`config.mk`:
```
export PLATFORM = sky130hd
export DESIGN_NAME = seg_scan_ctrl
export DESIGN_NICKNAME = d
export VERILOG_FILES = /design/src/rtl/seg_scan_ctrl.sv
export SDC_FILE = /design/constraint.sdc
export NUM_CORES = 1
export LEC_CHECK = 0
export ABC_CLOCK_PERIOD_IN_PS = 4650
export CAP_MARGIN = 25
export CORE_ASPECT_RATIO = 0.75
export CORE_MARGIN = 1.5
export CORE_UTILIZATION = 40
export CTS_BUF_LIST = sky130_fd_sc_hd__clkbuf_16
export DETAILED_ROUTE_END_ITERATION = 8
export GPL_TIMING_DRIVEN = 0
export PLACE_DENSITY_LB_ADDON = 0.08
export SYNTH_ARGS = -nofsm -noshare
export SYNTH_HDL_FRONTEND = slang
export SYNTH_SLANG_ARGS = --single-unit
```
`constraint.sdc`:
```
create_clock -name clk -period 4.65 [get_ports clk]
set_input_delay 0.93 -clock clk [delete_from_list [all_inputs] [get_ports clk]]
set_output_delay 0.93 -clock clk [all_outputs]
set_load 0.01 [all_outputs]
```
`src/rtl/seg_scan_ctrl.sv`:
```
// rtl/seg_scan_ctrl.sv - eight-digit seven-segment scan controller with per-frame input capture
module seg_scan_ctrl #(
    parameter int CLK_DIV = 100000,
    parameter int DIV_W   = $clog2(CLK_DIV)
) (
    input  logic        clk,
    input  logic        rst_n,
    input  logic        power_led,
    input  logic [31:0] digits,
    input  logic [7:0]  dp_en,
    input  logic [7:0]  blank_mask,
    output logic [2:0]  num,
    output logic [7:0]  seg,
    output logic        frame_done
);

    logic [DIV_W-1:0] div_cnt;
    logic             running;
    logic [31:0]      sh_digits;
    logic [7:0]       sh_dp;
    logic [7:0]       sh_blank;
    logic             tick;
    logic             capture;
    logic [2:0]       next_num;

    function automatic logic [7:0] seg_pattern(input logic [3:0] val, input logic dp, input logic blank);
        logic [7:0] pat;
        case (val)
            4'h0: pat = 8'hC0;
            4'h1: pat = 8'hF9;
            4'h2: pat = 8'hA4;
            4'h3: pat = 8'hB0;
            4'h4: pat = 8'h99;
            4'h5: pat = 8'h92;
            4'h6: pat = 8'h82;
            4'h7: pat = 8'hF8;
            4'h8: pat = 8'h80;
            4'h9: pat = 8'h90;
            4'hA: pat = 8'h88;
            4'hB: pat = 8'h83;
            4'hC: pat = 8'hC6;
            4'hD: pat = 8'hA1;
            4'hE: pat = 8'h86;
            default: pat = 8'h8E;
        endcase
        pat[7] = ~dp;
        if (blank) begin
            pat = 8'hFF;
        end
        return pat;
    endfunction

    assign tick     = (div_cnt == DIV_W'(CLK_DIV - 1));
    assign next_num = num + 3'd1;
    // A frame starts on the first powered edge or when digit 7's dwell expires.
    assign capture  = power_led && (!running || (tick && (num == 3'd7)));

    always_ff @(posedge clk or negedge rst_n) begin
        if (!rst_n) begin
            div_cnt    <= '0;
            num        <= 3'd0;
            seg        <= 8'hFF;
            frame_done <= 1'b0;
            running    <= 1'b0;
            sh_digits  <= 32'd0;
            sh_dp      <= 8'd0;
            sh_blank   <= 8'hFF;
        end else if (!power_led) begin
            div_cnt    <= '0;
            num        <= 3'd0;
            seg        <= 8'hFF;
            frame_done <= 1'b0;
            running    <= 1'b0;
        end else if (capture) begin
            // Digit 0 is decoded from the live inputs so it appears on the capture edge.
            running    <= 1'b1;
            div_cnt    <= '0;
            num        <= 3'd0;
            sh_digits  <= digits;
            sh_dp      <= dp_en;
            sh_blank   <= blank_mask;
            seg        <= seg_pattern(digits[3:0], dp_en[0], blank_mask[0]);
            frame_done <= 1'b1;
        end else if (tick) begin
            div_cnt    <= '0;
            num        <= next_num;
            seg        <= seg_pattern(sh_digits[{next_num, 2'b00} +: 4], sh_dp[next_num], sh_blank[next_num]);
            frame_done <= 1'b0;
        end else begin
            div_cnt    <= div_cnt + DIV_W'(1);
            frame_done <= 1'b0;
        end
    end

endmodule

```
# --- Word-level counts from Yosys, hierarchy flattened ---
# Memories as Yosys holds them, arrays and structs flattened.
# Cells that the tools add are included.
classes:
  add_sub_neg: 2
  order_cmp: 1
  n_eq_ne: 4
  n_shift: 1
  muxes: 19
  bitwise: 2
  reduce_logical: 5
ops:
  columns: ["op", "n"]
  rows:
  - ["$mux 17", 3]
  - ["$mux 8", 5]
  - ["$shiftx 32x6->4", 1]
  - ["$add 17x1->17 const B", 1]
  - ["$eq 17x17->1 const B", 1]
  - ["$mux 3", 3]
  - ["$bmux 1 s3", 2]
  - ["$mux 1", 6]
  - ["$lt 3x4->1 const B", 1]
  - ["$add 3x1->3 const B", 1]
  - ["$eq 3x3->1 const B", 1]
  - ["$ne 3x1->1 const B", 1]
  - ["$logic_and 1x1->1", 2]
  - ["$ne 2x1->1 const B", 1]
  - ["$not 1->1", 2]
  - ["$reduce_and 2->1", 1]
  - ["$logic_not 1->1", 1]
  - ["$logic_or 1x1->1", 1]
totals:
  register_bits: 78
  rom_bits: 224
  inputBits: 51
  word_cells: 44
  memories: 2
mem_list:
  columns: ["name", "words", "word_bits", "rd", "rd_clocked_by_memory_dff", "wr", "line_no", "text"]
  rows:
  - ["(name not given)", 16, 7, 1, 0, 0, "28", "case (val)"]
  - ["(name not given)", 16, 7, 1, 0, 0, "28", null]

# --- Logic depth before layout (Yosys ltp) ---
# Gate-level depths: netlist (run 1).
depth:
  word_depth: 8
  ltp_mapped: 12
  ltp_nobuf: 11

# --- Worst setup path before layout (run 1) ---
# Ideal clock, no wire load.
synth_timing:
  path_kind: "register to register"
  start: "reg num[0]"
  end: "reg seg[6]"
  setup_ns: 0.079
  arrival_ns: 2.882
  required_time_ns: 4.571
  setup_slack_ns: 1.689
  stages_incl_launch_ff: 12
  path_buffers: 1
  synth_period_minus_slack_ns: 2.961
  cell_sequence: "dfrtp_1 -> ha_1 -> ha_1 -> buf_1 -> mux4_2 -> mux2i_1 -> inv_1 -> ha_1 -> mux2i_1 -> nor2_1 -> a211o_1 -> a22o_1"
synth_via:
  elab_chain_cells: 7
  word_cells_on_any_way: 14
  classes_between: "add/sub (1); eq/ne (2); shift (1); mux (6); reduce/logical (3); memory (1)"
synth_rtl:
  columns: ["element", "line_no", "text"]
  rows:
  - ["from (decl)", "12", "output logic [2:0] num,"]
  - ["from (signal assigned)", "86", "num <= next_num;"]
  - ["$add 3x1->3", "54", "assign next_num = num + 3'd1;"]
  - ["$shiftx 32x6->4 / $bmux 1 s3 (equally long branches)", "87", "seg <= seg_pattern(sh_digits[{next_num, 2'b00} +: 4], sh_dp[next_num], sh_blank[next_num]);"]
  - ["$mem_v2 16x7 / $mux 1 (equally long branches)", null, null]
  - ["$mux 8", "47", "if (blank) begin"]
  - ["$mux 8", "84", "end else if (tick) begin"]
  - ["$mux 8", "74", "end else if (capture) begin"]
  - ["$mux 8", "68", "end else if (!power_led) begin"]
  - ["to (signal assigned)", "82", "seg <= seg_pattern(digits[3:0], dp_en[0], blank_mask[0]);"]
  - ["to (signal assigned)", "87", null]
  - ["to (decl)", "13", "output logic [7:0] seg,"]
# Parallel ways exist; a longest one is shown, timed or not. The select of a mux whose other input is x is not followed.
# A chain may end at the register's enable or synchronous reset.

# --- Worst setup path after layout (run 1) ---
# Same ends and word-level chain as after synthesis.

==> results of run 1 <==
flip-flops by register name (all words and copies together) (netlist names):
signal / cells
div_cnt: 17
frame_done: 1
num: 3
running: 1
seg: 8
sh_blank: 8
sh_digits: 32
sh_dp: 8
Yosys cell counts (2+ instances only):
| cell | number | area, sq um |
|---|---|---|
| o211ai_1 | 4 | 30.03 |
| a211oi_1 | 3 | 22.52 |
| nand2_1 | 18 | 67.56 |
| o21ai_1 | 2 | 10.01 |
| mux2_2 | 45 | 506.7 |
| ha_1 | 15 | 187.7 |
| nor3_1 | 5 | 25.02 |
| inv_1 | 10 | 37.54 |
| and4bb_2 | 2 | 25.02 |
| dfrtp_1 | 62 | 1551 |
| mux4_2 | 12 | 270.3 |
| buf_2 | 5 | 25.02 |
| buf_6 | 2 | 22.52 |
| and4_1 | 2 | 17.52 |
| and2_1 | 4 | 25.02 |
| nand3_1 | 8 | 40.04 |
| a211o_1 | 4 | 35.03 |
| a21boi_0 | 2 | 15.01 |
| nand2b_1 | 2 | 12.51 |
| and3_1 | 4 | 25.02 |
| mux2_4 | 2 | 30.03 |
| o21ai_0 | 8 | 40.04 |
| clkbuf_1 | 7 | 26.28 |
| a221oi_1 | 2 | 17.52 |
| a21oi_1 | 11 | 55.05 |
| nand4_1 | 4 | 25.02 |
| a22o_1 | 3 | 26.28 |
| nor2b_1 | 2 | 12.51 |
| nor2_1 | 31 | 116.4 |
| xnor2_1 | 5 | 43.79 |
| mux2i_1 | 6 | 60.06 |
| xor2_1 | 9 | 78.83 |
| dfstp_2 | 16 | 420.4 |
| a31oi_1 | 5 | 31.28 |
cells by family (layout without fill, tap and decap cells):
logic type | after synthesis | after routing
DFF | 78 | 78
buffers and inverters | 27 | 106
and+or+nand+nor | 84 | 84
AOI/OAI and AO/OA | 50 | 50
xor gates and xnor gates | 14 | 14
muxes | 67 | 67
adders and majority gates | 15 | 15
final cells by class:
class                      count  area (sq um)
multi-input combinational    230          1963
buffer                        16         85.08
timing repair buffer          63         645.6
sequential                    78          1972
clock inverter                 7         37.54
inverter                      11         41.29
clock buffer                   9         225.2
fill                         938          4639
tap                          132         165.2
metrics by stage:
step	util	instances
2_1_floorplan	-	335
3_3_place_gp	0.4959	529
3_5_place_dp	0.4985	530
4_1_cts	0.5253	546
5_1_grt	0.5253	546
6_report	0.5253	546
routing by layer:
| metal | global-route usage | wire, microns |
|---|---|---|
| met5 | 0 | 0 |
| met3 | 0.06124 | 404 |
| met1 | 0.2611 | 4463 |
| met4 | 0.03274 | 49 |
| met2 | 0.2601 | 3916 |
how the worst min path moves through the flow:
| stage | start | to | slack (ns) | cells after the start |
|---|---|---|---|---|
| 2_1_floorplan | sh_digits[0]$_DFFE_PN0P_ | sh_digits[0]$_DFFE_PN0P_ | 0.45 | 2 |
| 3_3_place_gp | seg[1]$_DFFE_PN1P_ | seg[1]$_DFFE_PN1P_ | 0.46 | 2 |
| 3_5_place_dp | seg[1]$_DFFE_PN1P_ | seg[1]$_DFFE_PN1P_ | 0.47 | 2 |
| 4_1_cts | seg[1]$_DFFE_PN1P_ | seg[1]$_DFFE_PN1P_ | 0.48 | 2 |
| 5_1_grt | rst_n | div_cnt[10]$_DFF_PN0_ | 0.49 | 1 |
| 6_report | seg[1]$_DFFE_PN1P_ | seg[1]$_DFFE_PN1P_ | 0.47 | 2 |
power by group through the flow:
stage                     registers, mW  logic [mW]  clock network (mW)
after global routing              0.806       0.314               0.674
final                             0.798       0.286               0.625
after CTS                         0.798       0.289               0.641
after detailed placement          0.809       0.288                   0
after floorplan                   0.800       0.170                   0
after global placement            0.807       0.282                   0
worst max-delay path, stage by stage (launching register included):
cell     delay (ns)
dfrtp_1        0.41
ha_1           0.21
ha_1           0.34
buf_1          0.57
mux4_2         0.43
mux2i_1        0.54
inv_1          0.20
ha_1           0.30
mux2i_1        0.15
nor2_1         0.06
a211o_1        0.23
a22o_1         0.18
==> impl_metrics.tcl, run 1 <==
set metrics [dict create \
    tightest_slew_ns 0.7242 \
    yosys_register_bits 78 \
    clock_latency_ns 0.34 \
    p_leak_nw 2.116 \
    n_antenna_cell 0 \
    final_cell_mix "62 x dfrtp_1, 61 x clkdlybuf4s50_1, 45 x mux2_2, 31 x nor2_1, 18 x nand2_1" \
    dp_hpwl_microns 6651 \
    fin_ws_ns 0.9423 \
    clkSinkCount 78 \
    relSlewSlack 0.5172 \
    post-route-drc-count 0 \
    combPwrFrac 0.167 \
    synth_area_sq_um 4061 \
    synth_cell_types 47 \
    synthFlopType "dfrtp_1" \
    gp_congestion 0.7924 \
    peakVddDrop_mv 0.1997 \
    hold_path.class "flip-flop to flip-flop" \
    grt_max_degree 57 \
    initial_core_util 0.4155 \
    vias 2815 \
    io_buffers 62 \
    core_area_sq_um 9774 \
    synth_fa_ha_area_frac 0.04621 \
    pwr-share-seq 0.467 \
    design_area_sq_um 5135 \
    ff2ff_path_depth 11 \
    hold_buffers 0 \
    area.growth.synth_to_final_pct 26.43 \
    drt_pre_antenna_iters 4 \
    synthXorXnorAreaFrac 0.03019 \
    crit_arrival_ns 3.97 \
    overflow 0 \
    clockBufferDepth 2 \
    critical_path.startpoint_type "flip-flop" \
    r2r_end "seg[6]$_DFFE_PN1P_" \
    cts_max_level 3 \
    drive_gt1_frac 0.2488 \
    fin_crit_ns 3.708 \
    die_y_microns 90.27 \
    powerDensity_nw_per_um2 332.9 \
    cp_max_fo 10 \
    critPathCapture "seg[6]$_DFFE_PN1P_" \
    cap_violations 0 \
    place_ws_ns 0.9321 \
    rows 31 \
    rrSetupSlack_ns 0.94 \
    post_cts_resized 0 \
    endpoint_kind "flip-flop" \
    nets 475 \
    switchingPower_mw 0.4306 \
    outcome "completed" \
    synth-edff-count 0 \
    finalHoldViolCount 0 \
    muxShareOfSynthArea 0.2234 \
    path_clk_slew_ns 0.06 \
    drt-initial-drc-count 147 \
    max_freq_ghz 0.2697 \
    antenna_found_initial 0 \
    track_usage 0.1788 \
    regToRegStartpoint "num[0]$_DFFE_PN0P_" \
    place_area_sq_um 4872 \
    swShare 0.2519 \
    internal_power_mw 1.279 \
    die_w_microns 119.4 \
    ant_nets 0 \
    first_global_vias 2833 \
    synthSimpleGateAreaFrac 0.1017 \
    synth_cells 335 \
    criticalPathCategory "flip-flop to flip-flop" \
    grt_pass1_wl_microns 14860 \
    avgSynthCellArea_sq_um 12.12 \
    synth_compound_area_frac 0.08195 \
    fin_skew_ns 0.006798 \
    routed_wl_microns 8834 \
    drv_slew 0 \
    cts_setup_buffers 0 \
    synthArstFlopShare 1.000 \
    pwr-share-clk 0.366 \
    final_common_cell "dfrtp_1" \
    viasPerCell 5.156 \
    numCtsBuffers 9 \
    rsz0062_at_grt "false" \
    fin_crit_sh 0.7973 \
    crit_path_start "num[0]$_DFFE_PN0P_" \
    required_ns 4.91 \
    cts_root_buf "clkbuf_16" \
    hold_ws_ns 0.4710 \
    synth_top_family_by_area "multiplexers" \
    power_mw 1.709 \
    synth_seq_area_share 0.4855 \
    pin_count 63 \
    dieArea_sq_um 10770 \
    cts_tree "done" \
    yosys_warnings 0 \
    setup_viol 0 \
    syn-num-nets 401 \
    setup_tns_ns 0 \
    post_drt_wl_per_cell_microns 16.18 \
]
No activity file was read; power rests on OpenSTA's default activity.
==> run 2, diff against run 1 <==
--- a/config.mk
+++ b/config.mk
@@ -5,7 +5,7 @@
 export SDC_FILE = /design/constraint.sdc
 export NUM_CORES = 1
 export LEC_CHECK = 0
-export ABC_CLOCK_PERIOD_IN_PS = 4650
+export ABC_CLOCK_PERIOD_IN_PS = 3300
 export CAP_MARGIN = 25
 export CORE_ASPECT_RATIO = 0.75
 export CORE_MARGIN = 1.5
==> constraint.sdc (replaced) <==
create_clock -name clk -period 3.3 [get_ports clk]
set_input_delay 0.66 -clock clk [delete_from_list [all_inputs] [get_ports clk]]
set_output_delay 0.66 -clock clk [all_outputs]
set_load 0.01 [all_outputs]
==> run 2 against run 1 <==
Against the previous run: critical path type unchanged; cell area is essentially flat; die area is the same; power grew 41%; largest cell class unchanged; setup slack lost 0.77 ns; clock-buffer cell count is the same; first-iteration DRC count shrank 8.8%.
==> impl_metrics.tcl, run 2 (same netlist as run 1, synthesis figures left out) <==
set metrics [dict create \
    outcome "completed" \
    required_ns 3.56 \
    first_global_vias 2828 \
    die_y_microns 90.27 \
    rsz0062_at_grt "false" \
    track_usage 0.1782 \
    post-route-drc-count 0 \
    drive_gt1_frac 0.2542 \
    p_leak_nw 2.114 \
    peakVddDrop_mv 0.2811 \
    die_w_microns 119.4 \
    regToRegStartpoint "num[0]$_DFFE_PN0P_" \
    cts_root_buf "clkbuf_16" \
    rows 31 \
    grt_pass1_wl_microns 14840 \
    vias 2813 \
    core_area_sq_um 9774 \
    powerDensity_nw_per_um2 468.8 \
    area.growth.synth_to_final_pct 26.49 \
    clockBufferDepth 2 \
    fin_crit_ns 3.131 \
    antenna_found_initial 0 \
    dieArea_sq_um 10770 \
    critical_path.startpoint_type "flip-flop" \
    placed_cells 530 \
    io_buffers 62 \
    drv_slew 0 \
    viasPerCell 5.161 \
    rrSetupSlack_ns 0.17 \
    pin_count 63 \
    numCtsBuffers 9 \
    fillCellCount 935 \
    final_util 0.5256 \
    ant_nets 0 \
    routed_wl_microns 8861 \
    setup_viol 0 \
    crit_path_start "num[0]$_DFFE_PN0P_" \
    max_freq_ghz 0.3194 \
    cts_max_level 3 \
    hold_buffers 0 \
    fin_skew_ns 0.006940 \
    clock_latency_ns 0.34 \
    largest_reg_flops 32 \
    cts_tree "done" \
    ff2ff_path_depth 10 \
    reg_top3 "sh_digits (32), div_cnt (17)" \
    fin_cells 545 \
    finalHoldViolCount 0 \
    gp_congestion 0.7924 \
    tightest_slew_ns 0.7017 \
    overflow 0 \
    r2r_end "seg[6]$_DFFE_PN1P_" \
    initial_core_util 0.4155 \
    relSlewSlack 0.5322 \
    endpoint_kind "flip-flop" \
    crit_arrival_ns 3.39 \
    n_antenna_cell 0 \
    regMostFlops "sh_digits" \
    cp_max_fo 12 \
    dp_hpwl_microns 6651 \
    hold_path.class "primary input to async pin" \
    grt_max_degree 57 \
    post_drt_wl_per_cell_microns 16.26 \
    critPathCapture "seg[6]$_DFFE_PN1P_" \
    fin_crit_sh 0.9487 \
    criticalPathCategory "flip-flop to flip-flop" \
    clkSinkCount 78 \
    drt-initial-drc-count 134 \
    cap_violations 0 \
    final_common_cell "dfrtp_1" \
    final_cell_mix "62 x dfrtp_1, 61 x clkdlybuf4s50_1, 45 x mux2_2, 31 x nor2_1, 18 x nand2_1" \
    drt_pre_antenna_iters 6 \
    path_clk_slew_ns 0.06 \
    nets 474 \
]
-- run 2: how the worst min path moves through the flow --
| stage | cells after the start | end | startpoint | slack (ns) |
|---|---|---|---|---|
| 6_report | 1 | div_cnt[10]$_DFF_PN0_ | rst_n | 0.22 |
| 5_1_grt | 1 | div_cnt[10]$_DFF_PN0_ | rst_n | 0.22 |
| 4_1_cts | 1 | div_cnt[10]$_DFF_PN0_ | rst_n | 0.22 |
| 3_5_place_dp | 2 | seg[1]$_DFFE_PN1P_ | seg[1]$_DFFE_PN1P_ | 0.47 |
| 3_3_place_gp | 2 | seg[1]$_DFFE_PN1P_ | seg[1]$_DFFE_PN1P_ | 0.46 |
| 2_1_floorplan | 0 | div_cnt[0]$_DFF_PN0_ | rst_n | 0.36 |
-- run 2: report_power, final --
part	internal [mW]	total, mW	switching [mW]
combinational	0.230	0.406	0.176
sequential	1.07	1.12	0.0503
clock	0.499	0.878	0.379
-- run 2: area by class of cell --
class | count | area (sq um) | area share
Tap cell | 132 | 165.2 | 0.03215
Inverter | 11 | 41.29 | 0.008037
Multi-Input combinational cell | 230 | 1969 | 0.3833
Buffer | 15 | 81.33 | 0.01583
Timing Repair Buffer | 63 | 645.6 | 0.1257
Clock buffer | 9 | 225.2 | 0.04384
Clock inverter | 7 | 37.54 | 0.007306
Sequential cell | 78 | 1972 | 0.3838
-- run 2: repair_timing --
action                                 CTS  global route
setup buffers                            0             0
resized for setup                        1             1
endpoints found under the hold margin    0             0
pin swaps                                0             0
setup endpoints to repair                7             5
-- run 2: metal layers --
metal	global-route usage	vias up	part of all wire
li1	-	1363	-
met1	0.2603	1377	0.50
met2	0.2592	68	0.44
met3	0.06124	5	0.049
met4	0.03274	0	0.0056
met5	0	-	0
-- run 2: critical path, stage by stage, from the launching register on --
cell	delay, ns
dfrtp_1	0.41
ha_1	0.22
ha_2	0.55
mux4_2	0.39
mux2i_2	0.40
inv_1	0.17
ha_1	0.29
mux2i_1	0.15
nor2_1	0.06
a211o_1	0.23
a22o_1	0.18
-- run 2: metrics by stage --
step	TNS, ns	instance area [sq um]	worst slack (ns)	power (mW)	hold slack (ns)
3_5_place_dp	-1.946	4872	-0.4179	1.547	0.4674
5_1_grt	0	5137	0.01927	2.531	0.2241
3_3_place_gp	-84.88	4847	-1.270	1.535	0.4616
2_1_floorplan	0	4061	0.3391	1.367	0.3644
6_report	0	5137	0.1694	2.408	0.2187
4_1_cts	0	5135	0.005780	2.436	0.2207
==> run 3, diff against run 2 <==
--- a/config.mk
+++ b/config.mk
@@ -8,7 +8,7 @@
 export ABC_CLOCK_PERIOD_IN_PS = 3300
 export CAP_MARGIN = 25
 export CORE_ASPECT_RATIO = 0.75
-export CORE_MARGIN = 1.5
+export CORE_MARGIN = 4
 export CORE_UTILIZATION = 40
 export CTS_BUF_LIST = sky130_fd_sc_hd__clkbuf_16
 export DETAILED_ROUTE_END_ITERATION = 8
==> run 3 against run 2 <==
Against the previous run: first-iteration DRC count shrank 2.2%; largest power group unchanged; die area up 10%; core utilization increased by 0.22 points; sequential share of layout area decreased by 0.16 points; power is 3.0% higher; sequential cell count did not move.
==> impl_metrics.tcl, run 3 (same netlist as run 1, synthesis figures left out) <==
set metrics [dict create \
    outcome "completed" \
    peakVddDrop_mv 0.3013 \
    post_drt_wl_per_cell_microns 16.58 \
    path_clk_slew_ns 0.06 \
    reg_top3 "sh_digits (32), div_cnt (17)" \
    routed_wl_microns 9036 \
    combPwrFrac 0.163 \
    critical_path.startpoint_type "flip-flop" \
    nets 474 \
    finalHoldViolCount 0 \
    viasPerCell 5.145 \
    area.growth.synth_to_final_pct 27.02 \
    criticalPathCategory "flip-flop to flip-flop" \
    fin_skew_ns 0.005226 \
    initial_core_util 0.4155 \
    ant_nets 0 \
    pwr-share-clk 0.385 \
    tightest_slew_ns 0.6995 \
    clockBufferDepth 2 \
    endpoint_kind "flip-flop" \
    swShare 0.2431 \
    crit_arrival_ns 3.36 \
    cp_max_fo 12 \
    internal_power_mw 1.878 \
    rsz0062_at_grt "false" \
    drv_slew 0 \
    rows 31 \
    regMostFlops "sh_digits" \
    antenna_found_initial 0 \
    pin_count 63 \
    cap_violations 0 \
    clock_latency_ns 0.33 \
    regToRegStartpoint "num[0]$_DFFE_PN0P_" \
    hold_path.class "primary input to async pin" \
    fin_crit_sh 0.9405 \
    powerDensity_nw_per_um2 481.0 \
    setup_viol 0 \
    cts_tree "done" \
    die_y_microns 95.27 \
    drt_pre_antenna_iters 4 \
    drt-initial-drc-count 131 \
    first_global_vias 2919 \
    relSlewSlack 0.5337 \
    numCtsBuffers 9 \
    final_cell_mix "62 x dfrtp_1, 61 x clkdlybuf4s50_1, 45 x mux2_2, 31 x nor2_1, 18 x nand2_1" \
    n_antenna_cell 0 \
    place_ws_ns -0.3620 \
    pwr-share-seq 0.453 \
    fin_cells 545 \
    fin_crit_ns 3.104 \
    final_common_cell "dfrtp_1" \
    core_area_sq_um 9774 \
    largest_reg_flops 32 \
    dieArea_sq_um 11850 \
    clkSinkCount 78 \
    die_w_microns 124.4 \
    max_freq_ghz 0.3222 \
    setup_tns_ns 0 \
    fin_ws_ns 0.1963 \
    ff2ff_path_depth 10 \
    drive_gt1_frac 0.2518 \
    grt_max_degree 48 \
    track_usage 0.1631 \
    overflow 0 \
    switchingPower_mw 0.6031 \
    post-route-drc-count 0 \
    required_ns 3.56 \
    power_mw 2.481 \
    placed_cells 530 \
    crit_path_start "num[0]$_DFFE_PN0P_" \
    io_buffers 62 \
    gp_congestion 0.8399 \
    p_leak_nw 2.122 \
    vias 2804 \
    cts_max_level 3 \
    grt_pass1_wl_microns 15150 \
    dp_hpwl_microns 6733 \
    cts_root_buf "clkbuf_16" \
]
[run 3: area by class of cell]
| type | count | area (sq um) |
|---|---|---|
| Sequential cell | 78 | 1972 |
| Clock inverter | 7 | 58.81 |
| Timing Repair Buffer | 63 | 645.6 |
| Clock buffer | 9 | 225.2 |
| Multi-Input combinational cell | 230 | 1969 |
| Fill cell | 906 | 4616 |
| Tap cell | 132 | 165.2 |
| Buffer | 15 | 81.33 |
| Inverter | 11 | 41.29 |
[run 3: power by group through the flow]
stage               Clock [mW]  Sequential [mW]  Combinational, mW
detailed placement           0             1.14              0.406
global route              1.02             1.14              0.446
finish                   0.954             1.12              0.404
floorplan                    0             1.13              0.239
CTS                      0.980             1.12              0.409
global placement             0             1.14              0.395
[run 3: per-stage QoR]
| step | area (sq um) | utilization | hold WS (ns) |
|---|---|---|---|
| final | 5159 | 0.5278 | 0.2711 |
| after global placement | 4847 | 0.4959 | 0.4628 |
| after CTS | 5156 | 0.5275 | 0.2771 |
| after detailed placement | 4872 | 0.4985 | 0.4603 |
| after global routing | 5159 | 0.5278 | 0.3013 |
| after floorplan | 4061 | - | 0.3644 |
[run 3: worst paths after layout]
check                                          end  slack, ns
max in group asynchronous  sh_blank[6]$_DFFE_PN1P_       2.39
setup reg to reg                seg[6]$_DFFE_PN1P_       0.20
hold reg to reg                 seg[1]$_DFFE_PN1P_       0.46
setup / recovery                seg[6]$_DFFE_PN1P_       0.20
hold / removal                div_cnt[9]$_DFF_PN0_       0.27
min in group clk                seg[1]$_DFFE_PN1P_       0.46
[run 3: repair_timing]
action | in CTS | in global routing
hold buffers | 0 | 0
setup endpoints to repair | 7 | 5
buffers inserted | 0 | 0
gates resized for setup | 1 | 1
[run 3: metal layers]
metal | GRT usage | vias to the layer above | routed length, microns
met5 | 0 | - | 0
met3 | 0.04087 | 5 | 336
li1 | - | 1364 | -
met4 | 0.05018 | 0 | 71
met2 | 0.2374 | 58 | 3932
met1 | 0.2398 | 1377 | 4696
[run 3: critical path, cell delays in order, from the launching register on]
cell	delay (ns)
dfrtp_1	0.42
ha_1	0.22
ha_2	0.55
mux4_2	0.40
mux2i_2	0.41
inv_1	0.16
ha_1	0.28
mux2i_1	0.14
nor2_1	0.05
a211o_1	0.23
a22o_1	0.17
